$ cat src/rtl/run_ctrl_pkg.sv
// Shared types, status codes and default widths for the run controller.
package run_ctrl_pkg;

  typedef enum logic [2:0] {
    S_IDLE     = 3'd0,
    S_CORE_RST = 3'd1,
    S_RUN      = 3'd2,
    S_NEXT     = 3'd3,
    S_FINISH   = 3'd4
  } state_t;

  localparam logic [1:0] ST_NONE    = 2'b00;
  localparam logic [1:0] ST_DONE    = 2'b01;
  localparam logic [1:0] ST_TIMEOUT = 2'b10;

  localparam int DEF_PC_W      = 8;
  localparam int DEF_NUM_PROGS = 3;
  localparam int DEF_CNT_W     = 16;
  localparam int DEF_TIMEOUT   = 4096;
  localparam int DEF_RST_CYC   = 2;

  // Slot index width; a single-slot build still gets a 1-bit index.
  function automatic int idx_width(input int n);
    return (n > 1) ? $clog2(n) : 1;
  endfunction

endpackage

$ cat src/rtl/sat_counter.sv
// Saturating up-counter with sync clear. Exposes the value the counter
// will hold after this cycle's increment, and whether that value has hit
// the terminal limit, so the caller can act in the same cycle.
module sat_counter #(
  parameter int W     = 16,
  parameter int LIMIT = 4096
) (
  input  logic         clk,
  input  logic         rst,
  input  logic         clr,
  input  logic         en,
  output logic [W-1:0] cnt_inc,
  output logic         at_limit
);

  logic [W-1:0] cnt;

  // Counter register: clear wins over enable.
  always_ff @(posedge clk) begin
    if (rst || clr) cnt <= '0;
    else if (en)    cnt <= cnt_inc;
  end

  assign cnt_inc  = (cnt == {W{1'b1}}) ? cnt : cnt + 1'b1;
  assign at_limit = (cnt_inc >= W'(LIMIT));

endmodule

$ cat src/rtl/run_controller.sv
// Batch sequencer for the core's rst/start/done handshake.
// Handshake: go is a one-cycle request, accepted only while busy=0; busy
// rises the cycle after acceptance and stays high through the batch_done
// cycle. Readout via rd_idx is valid at any time and holds the last batch.
module run_controller
  import run_ctrl_pkg::*;
#(
  parameter int PC_W      = DEF_PC_W,
  parameter int NUM_PROGS = DEF_NUM_PROGS,
  parameter int CNT_W     = DEF_CNT_W,
  parameter int TIMEOUT   = DEF_TIMEOUT,
  parameter int RST_CYC   = DEF_RST_CYC
) (
  input  logic                              clk,
  input  logic                              rst,
  input  logic                              go,
  input  logic [NUM_PROGS-1:0]              prog_mask,
  input  logic                              core_done,
  input  logic [PC_W-1:0]                   core_pc,
  output logic                              core_rst,
  output logic                              core_start,
  output logic [idx_width(NUM_PROGS)-1:0]   prog_sel,
  output logic                              busy,
  output logic                              batch_done,
  input  logic [idx_width(NUM_PROGS)-1:0]   rd_idx,
  output logic [CNT_W-1:0]                  rd_cycles,
  output logic [PC_W-1:0]                   rd_pc,
  output logic [1:0]                        rd_status
);

  localparam int IDX_W = idx_width(NUM_PROGS);
  localparam int RC_W  = $clog2(RST_CYC + 1);

  state_t               state, state_nx;
  logic [NUM_PROGS-1:0] pending;
  logic [RC_W-1:0]      rc;
  logic                 found;
  logic [IDX_W-1:0]     sel_idx;
  logic [CNT_W-1:0]     cnt_inc;
  logic                 at_limit;
  logic                 go_ok;

  logic [CNT_W-1:0] res_cycles [NUM_PROGS];
  logic [PC_W-1:0]  res_pc     [NUM_PROGS];
  logic [1:0]       res_status [NUM_PROGS];

  assign go_ok = (state == S_IDLE) && go && (prog_mask != '0);

  sat_counter #(.W(CNT_W), .LIMIT(TIMEOUT)) u_cnt (
    .clk      (clk),
    .rst      (rst),
    .clr      (state == S_CORE_RST),
    .en       (state == S_RUN),
    .cnt_inc  (cnt_inc),
    .at_limit (at_limit)
  );

  // Lowest pending slot; visited slots are removed from pending.
  always_comb begin
    found   = 1'b0;
    sel_idx = '0;
    for (int i = NUM_PROGS - 1; i >= 0; i--) begin
      if (pending[i]) begin
        found   = 1'b1;
        sel_idx = IDX_W'(i);
      end
    end
  end

  // Next-state logic.
  always_comb begin
    state_nx = state;
    case (state)
      S_IDLE:     if (go_ok) state_nx = S_NEXT;
      S_NEXT:     state_nx = found ? S_CORE_RST : S_FINISH;
      S_CORE_RST: if (rc == RC_W'(RST_CYC - 1)) state_nx = S_RUN;
      S_RUN:      if (core_done || at_limit) state_nx = S_NEXT;
      S_FINISH:   state_nx = S_IDLE;
      default:    state_nx = S_IDLE;
    endcase
  end

  // State, slot bookkeeping and registered outputs decoded from next state.
  always_ff @(posedge clk) begin
    if (rst) begin
      state      <= S_IDLE;
      pending    <= '0;
      rc         <= '0;
      core_rst   <= 1'b1;
      core_start <= 1'b0;
      prog_sel   <= '0;
      busy       <= 1'b0;
      batch_done <= 1'b0;
    end else begin
      state      <= state_nx;
      core_rst   <= (state_nx == S_IDLE) || (state_nx == S_CORE_RST) ||
                    (state_nx == S_FINISH);
      core_start <= (state_nx == S_RUN);
      busy       <= (state_nx != S_IDLE);
      batch_done <= (state_nx == S_FINISH) ||
                    ((state == S_IDLE) && go && (prog_mask == '0));
      if (go_ok) pending <= prog_mask;
      if (state == S_NEXT && found) begin
        prog_sel          <= sel_idx;
        pending[sel_idx]  <= 1'b0;
        rc                <= '0;
      end
      if (state == S_CORE_RST) rc <= rc + 1'b1;
    end
  end

  // Per-slot result registers; done takes priority over timeout.
  always_ff @(posedge clk) begin
    if (rst || go_ok) begin
      for (int i = 0; i < NUM_PROGS; i++) begin
        res_cycles[i] <= '0;
        res_pc[i]     <= '0;
        res_status[i] <= ST_NONE;
      end
    end else if (state == S_RUN) begin
      if (core_done) begin
        res_cycles[prog_sel] <= cnt_inc;
        res_pc[prog_sel]     <= core_pc;
        res_status[prog_sel] <= ST_DONE;
      end else if (at_limit) begin
        res_cycles[prog_sel] <= CNT_W'(TIMEOUT);
        res_pc[prog_sel]     <= core_pc;
        res_status[prog_sel] <= ST_TIMEOUT;
      end
    end
  end

  // Combinational readout; out-of-range indices read as zero.
  always_comb begin
    rd_cycles = '0;
    rd_pc     = '0;
    rd_status = ST_NONE;
    if (int'(rd_idx) < NUM_PROGS) begin
      rd_cycles = res_cycles[rd_idx];
      rd_pc     = res_pc[rd_idx];
      rd_status = res_status[rd_idx];
    end
  end

endmodule

$ cat config.mk
export PLATFORM = sky130hd
export DESIGN_NAME = run_controller
export DESIGN_NICKNAME = d
export VERILOG_FILES = /design/src/rtl/run_ctrl_pkg.sv /design/src/rtl/sat_counter.sv /design/src/rtl/run_controller.sv
export SDC_FILE = /design/constraint.sdc
export NUM_CORES = 1
export LEC_CHECK = 0
export CAP_MARGIN = 25
export CORE_AREA = 4 4 129 131
export CTS_CLUSTER_SIZE = 8
export DETAILED_ROUTE_END_ITERATION = 16
export DIE_AREA = 0 0 133 135
export GPL_TIMING_DRIVEN = 1
export PLACE_DENSITY = 0.55
export SYNTH_ARGS = -nofsm -noshare
export SYNTH_HDL_FRONTEND = slang
export SYNTH_SLANG_ARGS = --single-unit
export TNS_END_PERCENT = 30
$ cat constraint.sdc
create_clock -name clk -period 4.1 [get_ports clk]
set_input_delay 0.82 -clock clk [delete_from_list [all_inputs] [get_ports clk]]
set_output_delay 0.82 -clock clk [all_outputs]
set_load 0.05 [all_outputs]
After elaboration in Yosys (flattened, before gate mapping)
Memory sizes are Yosys's and may differ from the RTL's.
Cells that the tools add are included.

cells by class
  add/sub/neg operators = 2
  multiplexer cells = 45
  order comparisons = 4
  reductions and logical operators = 20
  equal/unequal tests = 8
  bitwise gates (word level) = 5

operators by type and width
  operator                                                                  number
  16-bit two-way mux                                                        4
  8-bit two-way mux                                                         3
  2-bit two-way mux                                                         11
  3-bit two-way mux                                                         7
  1-bit two-way mux                                                         18
  16-bit by 1-bit adder with 16-bit output (second input constant)          1
  16-bit == test (second input constant)                                    1
  16-bit by 13-bit >= comparator with 1-bit output (second input constant)  1
  16-bit OR reduction                                                       1
  3-bit one-hot mux with 4 select lines                                     1
  3-bit by 2-bit == test with 1-bit output (second input constant)          3
  3-bit zero test                                                           3
  8-bit OR reduction                                                        1
  3-bit by 1-bit == test with 1-bit output (second input constant)          2
  1-bit logical OR                                                          6
  3-bit nonzero test                                                        2
  1-bit logical AND                                                         5
  3-bit bitwise AND                                                         1
  3-bit == test (second input constant)                                     1
  2-bit by 3-bit < comparator with 1-bit output (second input constant)     1
  3-bit NOT                                                                 1
  1-bit bitwise OR                                                          3
  2-bit by 1-bit adder with 2-bit output (second input constant)            1
  1-bit demux with 2-bit select                                             1
  other kinds (5)                                                           5

storage, ports and cells
  output and inout port bits = 32
  memories kept = 3
  RAM bits = 78
  register bits = 30
  word-level logic and storage cells = 96
  bits of input ports = 17

memory list
  name        words  width  read ports  clocked after Yosys merged registers in  wr ports  line                  RTL
  res_cycles  3      16     1           0                                        3         run_controller.sv:43  logic [CNT_W-1:0] res_cycles [NUM_PROGS];
  res_pc      3      8      1           0                                        3         run_controller.sv:44  logic [PC_W-1:0] res_pc [NUM_PROGS];
  res_status  3      2      1           0                                        3         run_controller.sv:45  logic [1:0] res_status [NUM_PROGS];

Longest topological paths before layout
  word-level depth = 11
  depth in mapped cells = 10
  depth with buffers taken out = 7

By module
From an unflattened synthesis, not the netlist that was laid out.

second synthesis, totals
  cells, all modules = 470
  area total of the unflattened synthesis = 5308.8 um^2

modules (own cells, without submodules)
  module          cells each  area each (um^2)  times used
  run_controller  336         4200.3            1
  sat_counter     134         1108.6            1

Worst setup path after synthesis
OpenSTA, ideal clock, no wires.

  kind = input-to-output
  start point = input rd_idx[1]
  end point = output rd_cycles[10]
  path slack = 0.388 ns
  stages on the path = 4
  arrival time = 2.892 ns
  cell sequence = clkbuf_1 buf_1 mux2i_1 o21ai_0

on the way
  word-level cells in the longest chain between the ends = 2

RTL lines
  element                                                       line                   RTL
  start: declaration                                            run_controller.sv:25   input logic [idx_width(NUM_PROGS)-1:0] rd_idx,
  memory read 3 x 16 bit or 2-bit < comparator (tied branches)  --
  16-bit two-way mux (*)                                        run_controller.sv:138  if (int'(rd_idx) < NUM_PROGS) begin
  end: declaration                                              run_controller.sv:26   output logic [CNT_W-1:0] rd_cycles,

Mark *: on every way between the ends. The rest lies on a longest branch, timed or not.

Worst setup path in the final report
  start point = input rd_idx[1]
  end point = output rd_cycles[7]

Same word-level chain as after synthesis.

==> metrics.cfg <==
[power_and_ir_drop]
clock_power_share = 0.326
p_sw_uw = 686.6
comb_power_share = 0.177
p_seq_frac = 0.497
p_int_mw = 1.945
leakage_nw = 2.335
swShare = 0.2609
vdd_drop_max_uv = 205.7
powerDensity_nw_per_um2 = 401.9

[place]
placedCellCount = 745
hpwl_mm = 8.268
numPortBuffers = 48
gp_congestion = 0.8314

[timing]
hold_viol_final = 0
setup_viol = 0
post-route-period-util = 0.7742
timing.fmax_mhz = 315.0
fin_setup_tns_ps = 0
slew_headroom = 0.4173
slew_violations = 0
worst_pin_slew_ps = 872.2
post-route-min-period_ps = 3174
rsz0062_at_grt = no
final.setup_skew_ps = 7.173

[critical_path]
startpoint_type = input pin
worst_ep_required_time_ps = 3280
critPathKind = input pin to primary output
crit_start = rd_idx[1]
end_kind = primary output
critical_path_arrival_ps = 2350
path_max_fanout = 17
r2r_start = u_cnt.cnt[0]$_SDFFE_PP0N_
reg2reg_slack_ps = 1050
r2r_cells = 7
r2r-end = res_cycles[2][15]$_SDFFCE_PN0P_

[floorplan]
rows = 46
core_area_sq_um = 15600
initial_core_util = 0.3444
dieWidth_um = 133
dieArea_sq_um = 17960
dieHeight_um = 135
ios = 49

[route]
drcViolationCount = 0
drt_pass1_iterations = 4
ant_nets = 0
wirelength_mm = 11.86
vias = 3830
wl_per_cell_um = 15.59
dr.first_iter.drc_count = 374
viasPerCell = 5.033

[clocking]
cts.sinks = 108
cts_setup_buffers = 0
post_cts_resized = 0
hold_buffers = 0
cts_inserted_buffers = 9
clkLatencyLatePin_ps = 340
cts_root_buffer = clkbuf_16
clk_pin_slew_worst_paths_ps = 70
tritoncts = done
htreeDepth = 3
clock_path_buffers = 2

[worst_hold_path]
holdPathEnd = rc[0]$_SDFFE_PP0P_
hold_path.class = flip-flop to flip-flop
min_path_cells = 1
hold_path_startpoint = rc[0]$_SDFFE_PP0P_

[finish]
areaGrowthSynthToFinish_pct = 21.90
fin_nets = 559
diodes = 0
fin_cells = 761
drive_above_1_share = 0.1505

[synthesis]
syn_inst = 504
synth_nets = 523
yosys_register_bits = 108
synth_edf_count = 78
synth_ff_type = edfxtp_1
ys_warn_count = 0
post_synth.cell_area_avg_sq_um = 10.66
synth_cell_types = 70
synth_area_sq_um = 5371
yosysSeqAreaShare = 0.5479
async_flop_share = 0

[global_routing]
grt_util_all_layers = 0.1329
grt_pass1_vias = 3620
grt_pass1_wl_mm = 19.20
grt_max_degree = 27
antenna_found_initial = 0
grt.overflow.total = 0

[outcome]
status = completed

[run]
maxCapViolations = 0

cells in the final DEF (no fill, tap or decap), types with 5 or more instances in the layout:
master,Yosys,layout
nand3_1,9,9
and2_1,25,25
a211oi_1,5,5
nand4_1,6,6
xnor2_1,11,11
nor3_1,20,20
mux2i_1,28,28
edfxtp_1,78,78
buf_4,3,15
inv_1,6,6
o21ai_0,34,34
a21oi_1,15,15
clkdlybuf4s50_1,0,22
dfxtp_1,30,30
clkbuf_16,0,9
buf_12,0,26
nand2_1,43,43
a31oi_1,5,5
nor4_1,6,5
nor2_1,68,68
logic make-up after synthesis:
group | synth area share
AND/OR/NAND/NOR | 0.2166
XOR/XNOR | 0.02283
buffers and inverters | 0.05217
flip-flops | 0.5479
multiplexers | 0.05218
AO/OA/AOI/OAI | 0.1037
adder cells (fa/ha/maj) | 0.004658
worst max-delay path by stage:
stage | to | slack [ps]
6_report | rd_cycles[7] | 930
4_1_cts | rd_cycles[3] | 890
2_1_floorplan | rd_cycles[10] | 390
3_3_place_gp | rd_cycles[14] | 930
3_5_place_dp | rd_cycles[3] | 900
5_1_grt | rd_cycles[11] | 830
flip-flops by register name, indices dropped and copies added, names as in the netlist:
signal and flops:
res_status 6, batch_done 1, rc 2, core_rst 1
res_pc 24, u_cnt.cnt 16, pending 3, res_cycles 48
prog_sel 2, busy 1, core_start 1, state 3
cells in the mapped netlist, types with 4 or more instances:
cell type / count / area share
or2_2: 4 / 0.0047
edfxtp_1: 78 / 0.44
mux2i_1: 28 / 0.052
a311oi_1: 4 / 0.0065
o211ai_1: 4 / 0.0056
a21oi_1: 15 / 0.014
nor2_1: 68 / 0.048
and2_1: 25 / 0.029
nand2_1: 43 / 0.030
nand4_1: 6 / 0.0070
nor3_1: 20 / 0.019
a211oi_1: 5 / 0.0070
xnor2_1: 11 / 0.018
clkbuf_8: 4 / 0.010
nor4_1: 6 / 0.0070
dfxtp_1: 30 / 0.11
o21ai_0: 34 / 0.032
nand3_1: 9 / 0.0084
inv_1: 6 / 0.0042
buf_6: 6 / 0.013
clkbuf_1: 17 / 0.012
a31oi_1: 5 / 0.0058
routing by layer:
metal / share of wire / wire length [um] / track usage / vias up
met2: 0.48 / 5658 / 0.2192 / 98
met3: 0.045 / 528 / 0.02459 / 9
met1: 0.47 / 5570 / 0.1818 / 1825
met5: 0 / 0 / 0 / -
li1: - / - / - / 1898
met4: 0.0091 / 108 / 0.03233 / 0
worst max-delay path, stage by stage:
cell	delay, ps
clkdlybuf4s50_1	480
buf_4	310
mux2i_1	160
o21ai_0	370
buf_12	190
cell type report:
class / count / area, sq um
Fill cell: 1470 / 9050
Sequential cell: 108 / 2943
Multi-Input combinational cell: 351 / 2157
Timing Repair Buffer: 63 / 853.3
Tap cell: 216 / 270.3
Clock buffer: 12 / 246.5
Clock inverter: 4 / 48.80
Inverter: 7 / 28.78
metrics by stage:
step | cell area, sq um | utilization | power (mW) | hold WS (ps) | setup slack (ps)
after floorplan | 5371 | - | 1.588 | 443.6 | 388.2
after global placement | 6252 | 0.4009 | 1.797 | 456.9 | 925.2
after detailed placement | 6252 | 0.4009 | 1.803 | 479.7 | 903.0
after CTS | 6548 | 0.4198 | 2.658 | 491.4 | 894.4
after global routing | 6548 | 0.4198 | 2.733 | 512.2 | 831.8
final | 6548 | 0.4198 | 2.631 | 494.3 | 925.7
power groups by stage:
| stage | clock (mW) | sequential [mW] | combinational [mW] |
|---|---|---|---|
| floorplan | 0 | 1.35 | 0.242 |
| global placement | 0 | 1.33 | 0.468 |
| detailed placement | 0 | 1.33 | 0.471 |
| CTS | 0.878 | 1.31 | 0.472 |
| global route | 0.920 | 1.32 | 0.495 |
| finish | 0.858 | 1.31 | 0.466 |
No activity file was read; power rests on OpenSTA's default activity.
